[src/rtl/instr_fetch_unit.sv]
// instr_fetch_unit
//   Upstream fetch stage of the multicycle CPU. Owns the PC, issues one
//   instruction-memory read per instruction, and holds the returned word in
//   the instruction register until the decoder retires it. On retire, the next
//   PC is either pc+4 or the redirect target supplied by the datapath.
//
// Ports:
//   clock, reset_n          - single clock, asynchronous active-low reset
//   imem_req/addr           - read request; address is always the pc register
//   imem_rdata/ready        - read data with a single-cycle strobe
//   ins/ins_valid           - instruction register and its valid flag
//   ins_accept              - decoder retires ins
//   redirect_en/target      - next-PC redirect sampled on retire
//   pc, pc_plus4            - address of ins, and pc+4 (jal link value)
//   fetch_err               - sticky instruction-memory timeout
//   align_err               - sticky misaligned redirect (FETCH_ALIGN_CHECK_EN only)
//
// Build option: define FETCH_ALIGN_CHECK_EN to add the align_err port and
// force redirect targets to word alignment.

module instr_fetch_unit #(
    parameter logic [31:0] RESET_PC       = 32'h0000_0000,
    parameter int          TIMEOUT_CYCLES = 255
) (
    input  logic        clock,
    input  logic        reset_n,
    output logic        imem_req,
    output logic [31:0] imem_addr,
    input  logic [31:0] imem_rdata,
    input  logic        imem_ready,
    output logic [31:0] ins,
    output logic        ins_valid,
    input  logic        ins_accept,
    input  logic        redirect_en,
    input  logic [31:0] redirect_target,
    output logic [31:0] pc,
    output logic [31:0] pc_plus4,
    output logic        fetch_err
`ifdef FETCH_ALIGN_CHECK_EN
    ,
    output logic        align_err
`endif
);

    typedef enum logic [1:0] {
        FETCH = 2'd0,
        HOLD  = 2'd1,
        HALT  = 2'd2
    } state_t;

    localparam logic [7:0] WAIT_LAST = 8'(TIMEOUT_CYCLES - 1);

    state_t      state_q, state_d;
    logic [31:0] pc_q, pc_d;
    logic [31:0] ins_q, ins_d;
    logic [7:0]  wait_cnt_q, wait_cnt_d;
    logic        fetch_err_q, fetch_err_d;
    logic [31:0] redirect_pc;
`ifdef FETCH_ALIGN_CHECK_EN
    logic        align_err_q, align_err_d;
`endif

    always_ff @(posedge clock or negedge reset_n) begin
        if (!reset_n) begin
            state_q     <= FETCH;
            pc_q        <= RESET_PC;
            ins_q       <= 32'h0;
            wait_cnt_q  <= 8'h0;
            fetch_err_q <= 1'b0;
`ifdef FETCH_ALIGN_CHECK_EN
            align_err_q <= 1'b0;
`endif
        end else begin
            state_q     <= state_d;
            pc_q        <= pc_d;
            ins_q       <= ins_d;
            wait_cnt_q  <= wait_cnt_d;
            fetch_err_q <= fetch_err_d;
`ifdef FETCH_ALIGN_CHECK_EN
            align_err_q <= align_err_d;
`endif
        end
    end

`ifdef FETCH_ALIGN_CHECK_EN
    assign redirect_pc = {redirect_target[31:2], 2'b00};
`else
    assign redirect_pc = redirect_target;
`endif

    always_comb begin
        state_d     = state_q;
        pc_d        = pc_q;
        ins_d       = ins_q;
        wait_cnt_d  = wait_cnt_q;
        fetch_err_d = fetch_err_q;
`ifdef FETCH_ALIGN_CHECK_EN
        align_err_d = align_err_q;
`endif
        case (state_q)
            FETCH: begin
                if (imem_ready) begin
                    ins_d      = imem_rdata;
                    wait_cnt_d = 8'h0;
                    state_d    = HOLD;
                end else if (wait_cnt_q == WAIT_LAST) begin
                    fetch_err_d = 1'b1;
                    wait_cnt_d  = 8'h0;
                    state_d     = HALT;
                end else begin
                    wait_cnt_d = wait_cnt_q + 8'd1;
                end
            end
            HOLD: begin
                // Decoder may keep ins here for several cycles (lw/sw).
                if (ins_accept) begin
                    state_d = FETCH;
                    if (redirect_en) begin
                        pc_d = redirect_pc;
`ifdef FETCH_ALIGN_CHECK_EN
                        if (redirect_target[1:0] != 2'b00) align_err_d = 1'b1;
`endif
                    end else begin
                        pc_d = pc_q + 32'd4;
                    end
                end
            end
            HALT:    state_d = HALT;
            default: state_d = HALT;
        endcase
    end

    // Gate with reset_n so the request drops the instant reset asserts,
    // rather than being held high by the FETCH reset state.
    assign imem_req  = (state_q == FETCH) && reset_n;
    assign imem_addr = pc_q;
    assign ins       = ins_q;
    assign ins_valid = (state_q == HOLD);
    assign pc        = pc_q;
    assign pc_plus4  = pc_q + 32'd4;
    assign fetch_err = fetch_err_q;
`ifdef FETCH_ALIGN_CHECK_EN
    assign align_err = align_err_q;
`endif

endmodule

[config.mk]
export PLATFORM = sky130hd
export DESIGN_NAME = instr_fetch_unit
export DESIGN_NICKNAME = d
export VERILOG_FILES = /design/src/rtl/instr_fetch_unit.sv
export SDC_FILE = /design/constraint.sdc
export NUM_CORES = 1
export LEC_CHECK = 0
export CAP_MARGIN = 10
export CORE_MARGIN = 2
export CORE_UTILIZATION = 42
export CTS_CLUSTER_DIAMETER = 150
export DETAILED_ROUTE_END_ITERATION = 10
export GPL_ROUTABILITY_DRIVEN = 1
export PLACE_DENSITY_LB_ADDON = 0.05
export RECOVER_POWER = 25
export SYNTH_ARGS = -nofsm -noshare
export SYNTH_HDL_FRONTEND = slang
export SYNTH_SLANG_ARGS = --single-unit
[constraint.sdc]
create_clock -name clock -period 2.6 [get_ports clock]
set_input_delay 0.26 -clock clock [delete_from_list [all_inputs] [get_ports clock]]
set_output_delay 0.26 -clock clock [all_outputs]
set_load 0.05 [all_outputs]
==> After elaboration in Yosys (flattened, before gate mapping) <==
Cells that the tools add are included.
{ "word_totals": {"register_bits": 75, "output_inout_bits": 131} }
{ "classes": {"n_addsub": 2, "eq_ne": 4, "muxes": 7, "n_bitwise": 1, "n_reduce_logical": 6} }
{ "ops": {"columns": ["operator", "count"], "rows": [
  ["adder 32 x 3 -> 32 bit, second input constant", 1],
  ["two-way mux 32 bit", 1],
  ["two-way mux 8 bit", 2],
  ["adder 8 x 1 -> 8 bit, second input constant", 1],
  ["== test 8 bit, second input constant", 1],
  ["two-way mux 2 bit", 3],
  ["AND reduction 2 bit", 3],
  ["case mux 2 bit (2 select lines)", 1],
  ["!= test 3 bit, second input constant", 1],
  ["AND reduction 3 bit", 1],
  ["== test 2 x 1 -> 1 bit, second input constant", 1],
  ["logical NOT 2 bit", 1],
  ["!= test 2 x 1 -> 1 bit, second input constant", 1],
  ["logical AND 1 bit", 1],
  ["inverter 1 bit", 1]
]} }

==> Logic depth before layout (Yosys ltp) <==
{ "logic_depth": {"word_depth": 4, "mapped_depth": 8, "depth_no_buf": 7} }

==> Worst setup path before layout <==
No wires, ideal clock.
{ "synth_path": {"path_type": "register to output", "start": "register pc_q[16], in the netlist imem_addr[16]", "end": "output port pc_plus4[22]", "t_arrival_ps": 2918, "required_time_ps": 2340, "setup_slack_ps": -578, "stages_incl_launch_ff": 7, "path_buffers": 2, "cell_sequence": "dfrtp_1 buf_2 nand4_1 or4_1 clkbuf_1 nor3_1 xor2_1"} }
{ "synth_via": {"elab_chain_len": 1} }
{ "synth_rtl": {"columns": ["item", "line_no", "rtl"], "rows": [
  ["start, declared", "54", "logic [31:0] pc_q, pc_d;"],
  ["start signal, assigned", "75", "pc_q <= pc_d;"],
  ["adder 32 x 3 -> 32 bit", "140", "assign pc_plus4 = pc_q + 32'd4;"],
  ["end, declared", "37", "output logic [31:0] pc_plus4,"]
]} }
No other way between the ends.

==> Worst setup path in the final report <==
{ "layout_path": {"start": "register pc_q[13], in the netlist imem_addr[13]", "end": "output port pc_plus4[30]"} }
The elaborated chain is that of the path after synthesis.

==> summary.txt <==
Synthesis
  • Register bit count reported by yosys: 75
  • Largest area contributor in the netlist: dfrtp_1
  • EDFF count, synth: 0
  • Area contributors post-synth: dfrtp_1, mux2_2, buf_4
  • Syn nets: 527
  • Ys Warns: 0
  • FFs w/ async S/R, synth: 1.00
  • Cells after Synth: 455
  • Most frequent cell after synthesis: dfrtp_1
  • Synth top area share: 0.435
  • Top post-synthesis cells by count: dfrtp_1, buf_4, mux2_2
  • Register area share after synthesis: 0.435
  • Mapped cell area: 4320 um^2
  • Synthesized area per cell: 9.49 um^2
  • Ys flop type: dfrtp_1
  • Netlist cell types: 47

Setup path
  • Worst setup SP type: flop
  • FF-to-FF Start: imem_addr[9]$_DFFE_PN0N_
  • Critical Path Sink: pc_plus4[30]
  • R2R Setup Slk: 0.35 ns
  • CP max stage cell: or4_4
  • Worst Setup Path Type: reg -> out
  • Top cell by count, worst path: buf_4
  • Worst-path cell chain: nand4_1 -> buf_4 -> or4_4 -> buf_6 -> nor4_4 -> buf_4 -> xor2_2 -> buf_12
  • Arr. time, crit path: 2.39 ns
  • Worst path depth: 8
  • CP peak stage delay: 0.55 ns
  • Critical Path Start: imem_addr[13]$_DFFE_PN0N_
  • CP top delay family: simple AND/OR/NAND/NOR gates
  • WP data required: 2.34 ns
  • Max FO, Critical Path: 6
  • Critical Path Sink Type: primary output
  • Worst R2R End: imem_addr[27]$_DFFE_PN0N_
  • FF-to-FF path depth: 6
  • Buf+Inv Stages, Crit Path: 4

Global route
  • Vias in the first global route: 4349
  • First-pass GRT wire length: 21500 um
  • Congestion Overflow GR: 0
  • Tot GR Track Use: 0.242
  • Antenna violations before repair: 0
  • Pin count of the biggest net entering global routing: 51

Route
  • Drt drc: 0
  • DR WL/cell: 16.6 um
  • Iteration-0 DRC Markers: 223
  • Pre-antenna DRT Iters: 4
  • Post-route ant nets: 0
  • Vias per cell: 5.29
  • Total Wirelength: 13200 um
  • DR vias: 4213

Timing
  • Period utilization: 1.02
  • RSZ-0062 raised after global routing: yes
  • Slew HR: 0.263
  • Final setup vio count: 6
  • Max Clock Freq: 0.377 GHz
  • Clock skew: 0.0174 ns
  • Slew @ Worst Pin: 1.11 ns
  • Final min period: 2.65 ns
  • Slew Viols, Final: 0
  • Worst hold slack: 0.390 ns
  • Final Hold Fails: 0
  • Total Neg Setup Slack: -0.211 ns
  • Final worst slack: -0.0515 ns

Power
  • PwrDens: 310 nW/um^2
  • Max VDD drop: 259 uV
  • P_leak: 3.20 nW

Placement
  • PortBufs: 199
  • HPWL after DPL: 9450 um
  • Global placement routability congestion: 0.821
  • Placed cell area: 6740 um^2
  • Cell Count Post-Placement: 757

Die
  • Vert. Die Dim: 105 um
  • Starting Density: 0.426
  • DIE AREA: 11100 um^2
  • Die width: 105 um
  • I/O pins: 200
  • Rows: 37
  • Area of the core: 10100 um^2

Status
  • Outcome: complete, but fails checks
  • Failing checks: negative setup slack

Clock network
  • CTS Buf Count: 9
  • Num Clock Sinks: 75
  • Worst-path clk slew: 0.09 ns
  • H-tree lvl count: 3
  • Clock buffer depth: 2
  • TritonCTS clock tree: built
  • Worst skew pair latency: 0.36 ns
  • Clock root cell: clkbuf_8

Final layout
  • Final non-filler cell total: 797
  • N_diodes: 0
  • Layout Nets: 728
  • Share of cells above drive strength 1: 0.274
  • Area growth syn-to-layout: 69.0%
  • Post-layout util: 0.720
  • Post-Layout Inst Area: 7300 um^2

Flow run
  • Max Cap Viol: 0

Hold path
  • Worst min path class: in -> async
report_power, final:
part,internal (mW),switching (mW),total [mW]
combinational,0.104,0.0693,0.173
sequential,1.17,0.000576,1.17
clock,0.471,0.449,0.920
total,1.74,0.519,2.26
placed cells by master, fill, tap and decap left out, drive strengths merged, types with 4 or more instances in the layout:
cell type        n
clkdlybuf4s50  171
buf             79
dfrtp           75
mux2            35
o21ai           31
nand2           29
nor2            24
nand3           23
nor3            18
a21oi           16
xnor2           16
inv             14
clkbuf          14
xor2            13
and3             8
a31oi            8
nor4             8
nand4            7
o21a             7
o22a             6
a22oi            5
or4              4
logic make-up after synthesis:
logic type                 share of synthesized area
buffers and inverters                          0.100
adders and majority gates                    0.00869
xor gates and xnor gates                      0.0588
DFF                                            0.435
AOI/OAI and AO/OA                              0.136
and+or+nand+nor                                0.163
muxes                                         0.0982
state kept, by name (all words and copies together), names as in the netlist:
register    flops
wait_cnt_q      8
ins            32
imem_addr      32
fetch_err       1
state_q         2
timing repair:
action,4_1_cts,5_1_grt
pin swaps,10,8
hold buffers,1,0
endpoints found under the hold margin,31,0
cloned,0,0
buffers inserted,17,6
resized for setup,29,11
setup endpoints to repair,16,14
area by class of cell:
cell class | instances | area, um^2
Fill cell | 744 | 2840
Timing Repair Buffer | 255 | 2640
Multi-Input combinational cell | 300 | 2340
Sequential cell | 75 | 1890
Tap cell | 136 | 170
Clock buffer | 12 | 145
Inverter | 15 | 56.3
Clock inverter | 4 | 51.3
worst min path at each step:
stage,start,endpoint,slack (ns)
2_1_floorplan,reset_n,fetch_err$_DFFE_PN0P_,-0.04
3_3_place_gp,reset_n,ins[16]$_DFFE_PN0P_,0.23
3_5_place_dp,reset_n,ins[1]$_DFFE_PN0P_,0.23
4_1_cts,reset_n,ins[1]$_DFFE_PN0P_,0.38
5_1_grt,reset_n,ins[1]$_DFFE_PN0P_,0.43
6_report,reset_n,ins[1]$_DFFE_PN0P_,0.39
metal layers:
layer  global-route usage  vias up  share of wire
met5                    0        -              0
met4               0.0857        0          0.016
met3               0.0711       16          0.074
met2                0.396      164           0.49
met1                0.304     2058           0.42
li1                     -     1975              -
metrics by stage:
step | setup WS [ns] | total power [mW]
2_1_floorplan | -0.205 | 1.23
3_3_place_gp | 0.155 | 1.36
3_5_place_dp | 0.102 | 1.36
4_1_cts | -0.0740 | 2.28
5_1_grt | -0.156 | 2.35
6_report | -0.0515 | 2.26
worst register-to-register path, cell delays in order, from the launching register on:
cell	delay [ns]
dfrtp_2	0.38
nand3_2	0.10
buf_6	0.15
or4_4	0.51
or4_4	0.48
or4_1	0.48
nand3_1	0.09
Power figures use the tool's default switching activity.
